**config.mk**
```make
export PLATFORM = sky130hd
export DESIGN_NAME = fir_mac_engine
export DESIGN_NICKNAME = d
export VERILOG_FILES = /design/src/rtl/fir_mac_engine.sv
export SDC_FILE = /design/constraint.sdc
export NUM_CORES = 1
export LEC_CHECK = 0
export CAP_MARGIN = 20
export CORE_ASPECT_RATIO = 1.1
export CORE_UTILIZATION = 53
export DETAILED_ROUTE_END_ITERATION = 7
export HOLD_SLACK_MARGIN = 0.03
export PLACE_DENSITY = 0.83
export SLEW_MARGIN = 20
export SYNTH_ARGS = -nofsm -noshare
export SYNTH_HDL_FRONTEND = slang
export SYNTH_SLANG_ARGS = --single-unit
export TNS_END_PERCENT = 100
```
**constraint.sdc**
```tcl
create_clock -name clk -period 2.8 [get_ports clk]
set_input_delay 0.56 -clock clk [delete_from_list [all_inputs] [get_ports clk]]
set_output_delay 0.56 -clock clk [all_outputs]
set_load 0.1 [all_outputs]
```
**src/rtl/fir_mac_engine.sv**
```systemverilog
// fir_mac_engine: multiply-accumulate stage of the FIR filter.
// Each accepted sample is shifted into the external sample memory. The engine
// then walks every tap, one per cycle, accumulating sample * coefficient.
// Finally it presents one scaled and saturated result on a valid/ready handshake.
module fir_mac_engine #(
    parameter int TAPS      = 8,
    parameter int DATA_W    = 8,
    parameter int COEF_W    = 8,
    parameter int OUT_W     = 16,
    parameter int OUT_SHIFT = 0
) (
    input  logic                      clk,
    input  logic                      rst,
    input  logic                      in_valid,
    input  logic signed [DATA_W-1:0]  in_data,
    output logic                      in_ready,
    output logic                      mem_we,
    output logic signed [DATA_W-1:0]  mem_wdata,
    output logic [$clog2(TAPS)-1:0]   tap_addr,
    input  logic signed [DATA_W-1:0]  mem_rdata,
    input  logic signed [COEF_W-1:0]  coef_data,
    output logic                      out_valid,
    output logic signed [OUT_W-1:0]   out_data,
    input  logic                      out_ready
);

    localparam int ADDR_W = $clog2(TAPS);
    localparam int PROD_W = DATA_W + COEF_W;
    localparam int ACC_W  = PROD_W + ADDR_W;
    localparam int EXT_W  = (ACC_W > OUT_W) ? ACC_W : OUT_W;

    localparam logic [ADDR_W-1:0] LAST_TAP = ADDR_W'(TAPS - 1);

    // Output clamp limits, expressed in the wider of accumulator/output width
    localparam logic signed [EXT_W-1:0] OUT_MAX = {{(EXT_W-OUT_W+1){1'b0}}, {(OUT_W-1){1'b1}}};
    localparam logic signed [EXT_W-1:0] OUT_MIN = {{(EXT_W-OUT_W+1){1'b1}}, {(OUT_W-1){1'b0}}};

    localparam logic [1:0] IDLE = 2'd0;
    localparam logic [1:0] MAC  = 2'd1;
    localparam logic [1:0] OUT  = 2'd2;

    logic [1:0]               state;
    logic [ADDR_W-1:0]        tap_cnt;
    logic signed [ACC_W-1:0]  acc;
    logic signed [PROD_W-1:0] product;
    logic signed [ACC_W-1:0]  acc_next;
    logic signed [ACC_W-1:0]  shifted;
    logic signed [EXT_W-1:0]  shifted_ext;
    logic signed [OUT_W-1:0]  sat_value;

    // Accepting a sample is the same event as writing it into the shift memory
    assign in_ready  = (state == IDLE) && !rst;
    assign mem_we    = in_ready && in_valid;
    assign mem_wdata = in_data;
    assign tap_addr  = (state == MAC) ? tap_cnt : '0;

    // The accumulator carries log2(TAPS) guard bits, so the sum can never overflow
    assign product     = mem_rdata * coef_data;
    assign acc_next    = acc + {{(ACC_W-PROD_W){product[PROD_W-1]}}, product};
    assign shifted     = acc_next >>> OUT_SHIFT;
    assign shifted_ext = EXT_W'(shifted);

    // Clamp the floor-shifted final sum into the signed output range
    always_comb begin
        sat_value = shifted_ext[OUT_W-1:0];
        if (shifted_ext > OUT_MAX) begin
            sat_value = OUT_MAX[OUT_W-1:0];
        end else if (shifted_ext < OUT_MIN) begin
            sat_value = OUT_MIN[OUT_W-1:0];
        end
    end

    // Control FSM: accept a sample, run exactly TAPS MAC cycles, then hold the result until taken
    always_ff @(posedge clk or posedge rst) begin
        if (rst) begin
            state     <= IDLE;
            tap_cnt   <= '0;
            acc       <= '0;
            out_data  <= '0;
            out_valid <= 1'b0;
        end else begin
            case (state)
                IDLE: begin
                    if (in_valid) begin
                        acc     <= '0;
                        tap_cnt <= '0;
                        state   <= MAC;
                    end
                end
                MAC: begin
                    acc <= acc_next;
                    if (tap_cnt == LAST_TAP) begin
                        out_data  <= sat_value;
                        out_valid <= 1'b1;
                        state     <= OUT;
                    end else begin
                        tap_cnt <= tap_cnt + 1'b1;
                    end
                end
                OUT: begin
                    if (out_ready) begin
                        out_valid <= 1'b0;
                        state     <= IDLE;
                    end
                end
                default: begin
                    state <= IDLE;
                end
            endcase
        end
    end

endmodule

```
==> flow_results.org <==
** Worst setup path
- Req. time, crit path :: 3.00 ns
- Data on the critical path arrives at its endpoint at 6.72 ns.
- Maximum fanout along the worst path :: 8
- On the worst path, the slowest cell contributes a delay of 0.55 ns.
- The worst setup path is captured at a register.
- Most frequent CP cell :: sky130_fd_sc_hd__fa_1
- Cell type of the slowest stage on the worst timing path :: sky130_fd_sc_hd__fa_1
- The critical path in this run is classified as in -> reg.
- STA classifies the critical path startpoint as a primary input.

** Timing
- Count of endpoints failing hold in the final timing report :: 0
- The final number of max-transition violations was 0.
- Clock skew on the completed layout was measured at 0.0110 ns.
- After layout, the worst path uses 233% of the clock period.
- Setup_tns :: -94.27 ns
- Actual transition at the worst max-transition pin :: 0.749 ns
- Minimum clock period :: 6.52 ns
- Setup repair after global routing missed its margin :: yes
- Maximum clock rate :: 153 MHz
- Setup violations remaining at the end of the flow were counted as 32.
- Slew margin rel. :: 50.0%
- Across all setup checks in the final design, the least slack found is -3.72 ns.

** Placed design
- Summed over all nets, the half-perimeter wirelength after detailed placement is 9400 µm.
- Final estimated routing congestion in global placement :: 0.879
- Port Buffer Count :: 41

** Die
- Die span in y :: 105 µm
- Number of top-level pins :: 58
- Core outline area :: 9400 µm²
- Die Width :: 96.0 µm
- Starting utilization of the core area :: 54.8%
- The die covers 10100 µm².
- Row generation in the floorplan step produced 37 rows.

** CTS
- The root buffer cell chosen for the clock tree is sky130_fd_sc_hd__clkbuf_8.
- The clock reaches the later pin of the worst-skew pair after 0.32 ns.
- TritonCTS Buffers :: 5
- Clock Path Buffers :: 2
- The clock tree synthesis step divided the H-tree into 2 levels.
- Clock-pin slew was measured on the worst setup and hold paths at 0.09 ns.
- TritonCTS built the clock tree.
- # clock sinks :: 41
- After clock tree synthesis, the flow added hold-fix buffers numbering 0.

** Routing
- Router iterations before antenna repair :: 4
- The final route contains 4620 vias.
- Number of remaining DRC errors :: 0
- After the first detailed-routing iteration, the DRC count stood at 179.
- Remaining antenna violation count after routing :: 0
- In the routed layout, each cell is associated on average with a via count of 5.63.
- In the final routed layout, each cell accounts on average for 20.2 µm.
- Routed wire length :: 16600 µm

** Hold path
- Worst hold path class :: reg -> reg

** Global route
- Maximum number of pins on one net before global-route repair :: 42
- Via count of the first global-routing pass :: 4922
- Global-route usage over all layers :: 29.9%
- Global-route wire length before repair :: 23300 µm
- Initial antenna violation count :: 0
- Overflow after GRT :: 0

** Synthesis
- Sequential-to-total area share from yosys stat :: 19.9%
- Among all flip-flop cells after synthesis, the most frequent one is sky130_fd_sc_hd__dfrtp_1.
- Post-synthesis async set-or-reset flop share :: 100%
- Yosys printed 0 warnings.
- The cell count after synthesis came out at 534.
- After synthesis the cells add up to 5150 µm².
- Number of unique standard cell types used by synthesis :: 52
- Each instance of the synthesized netlist takes up on average 9.65 µm².
- The synthesized design contains 41 register bits.
- When the netlist entered floorplanning its net count stood at 668.
- Count of flip-flops with a built-in enable after synthesis :: 0

** Layout
- The number of antenna diodes in the final layout is 0.
- Number of nets in the finished design :: 837
- Of the cells placed in the final design, the portion with a size suffix greater than 1 is 48.2%.
- The library cells used most frequently in the layout, excluding fill and tap cells, are sky130_fd_sc_hd__buf_4, sky130_fd_sc_hd__inv_1, sky130_fd_sc_hd__fa_1.
- FILL cells :: 470
- Sequential cell area in the final layout :: 1030 µm²
- Most frequent standard cell in the layout excluding fill and tap cells :: sky130_fd_sc_hd__buf_4
- Summing all multi-input logic gate instances after layout gives 4590 µm².
- Layout overhead on the synthesized area :: 53.4%

** Job
- Max-cap violations in this run came to 0.

** Outcome
- The run finished, with violations left.
- The checks that failed: negative setup slack.
flip-flops by register name, indices dropped and copies added, names as in the netlist:
signal     cells
state          2
tap_cnt        3
out_valid      1
out_data      16
acc           19
through the flow:
step | cell area [µm²] | setup WS, ns | util [%] | hold slack [ns] | std cells
after floorplan | 5370 | -3.41 | - | 0.456 | 534
after global placement | 6530 | -4.26 | 69.5 | 0.479 | 771
after detailed placement | 6530 | -4.48 | 69.5 | 0.492 | 771
after CTS | 7380 | -3.52 | 78.5 | 0.517 | 803
after global routing | 7900 | -3.93 | 84.1 | 0.538 | 821
final | 7900 | -3.72 | 84.1 | 0.529 | 821
cell families (layout without fill, tap and decap cells):
logic type / Yosys count / after routing / share of synthesized area, %
xor+xnor: 33 / 33 / 6.02
simple gates: 119 / 119 / 12.4
buf+inv: 122 / 292 / 9.91
fa+ha+maj: 106 / 106 / 33.9
mux: 4 / 4 / 0.850
flops: 41 / 41 / 19.9
compound gates: 109 / 109 / 17.0
critical path: cells and delay by family:
family / cells / cell delay, ns
AND/OR/NAND/NOR: 4 / 0.78
AO/OA/AOI/OAI: 12 / 2.12
adder cells (fa/ha/maj): 6 / 2.59
buffers and inverters: 7 / 0.66
worst paths after layout:
path                            cells past startpoint  slack, ns                  endpoint                     start
worst max register to register                     12      -0.49  out_data[11]$_DFFE_PP0P_        acc[0]$_DFFE_PP0P_
min in group asynchronous                           3       0.78   out_data[6]$_DFFE_PP0P_                       rst
worst max-delay path                               29      -3.72  out_data[11]$_DFFE_PP0P_              coef_data[2]
max in group asynchronous                           3       1.65   out_data[7]$_DFFE_PP0P_                       rst
worst min register to register                      1       0.53  out_data[15]$_DFFE_PP0P_  out_data[15]$_DFFE_PP0P_
worst min-delay path                                1       0.53  out_data[15]$_DFFE_PP0P_  out_data[15]$_DFFE_PP0P_
timing repair:
item,CTS,global route
setup endpoints to repair,33,32
gates cloned,1,0
endpoints found under the hold margin,0,0
pin swaps,88,88
gates resized for setup,176,80
buffers inserted,24,20
cells in the mapped netlist, drive strengths merged (4+ instances only):
cell | number | area [µm²]
inv | 107 | 402
and2 | 50 | 313
buf | 11 | 93.8
clkbuf | 4 | 15.0
nor2 | 13 | 48.8
dfrtp | 41 | 1030
a21o | 9 | 68.8
xnor2 | 24 | 218
nand3 | 4 | 20.0
fa | 56 | 1120
a21oi | 26 | 134
ha | 50 | 626
a221o | 15 | 169
nor3 | 5 | 25.0
o21bai | 7 | 52.6
nand2 | 28 | 105
a22o | 16 | 140
o21ai | 16 | 83.8
xor2 | 8 | 70.1
nor2b | 6 | 37.5
per-layer routing:
metal	share of wire, %	vias up	global-route usage, %
li1	-	2078	-
met1	36	2281	34.9
met2	53	175	54.2
met3	4.4	86	3.17
met4	6.2	0	12.5
met5	0	-	0
final cells by class:
type / instances / share of cell area [%]
Timing Repair Buffer: 177 / 20.3
Sequential cell: 41 / 13.0
Clock inverter: 3 / 0.823
Clock buffer: 5 / 0.871
Tap cell: 117 / 1.85
Inverter: 107 / 5.08
Multi-Input combinational cell: 371 / 58.0
Power is not shown: default switching activity piles up to over one toggle a cycle in this logic, so the estimate is an artifact.
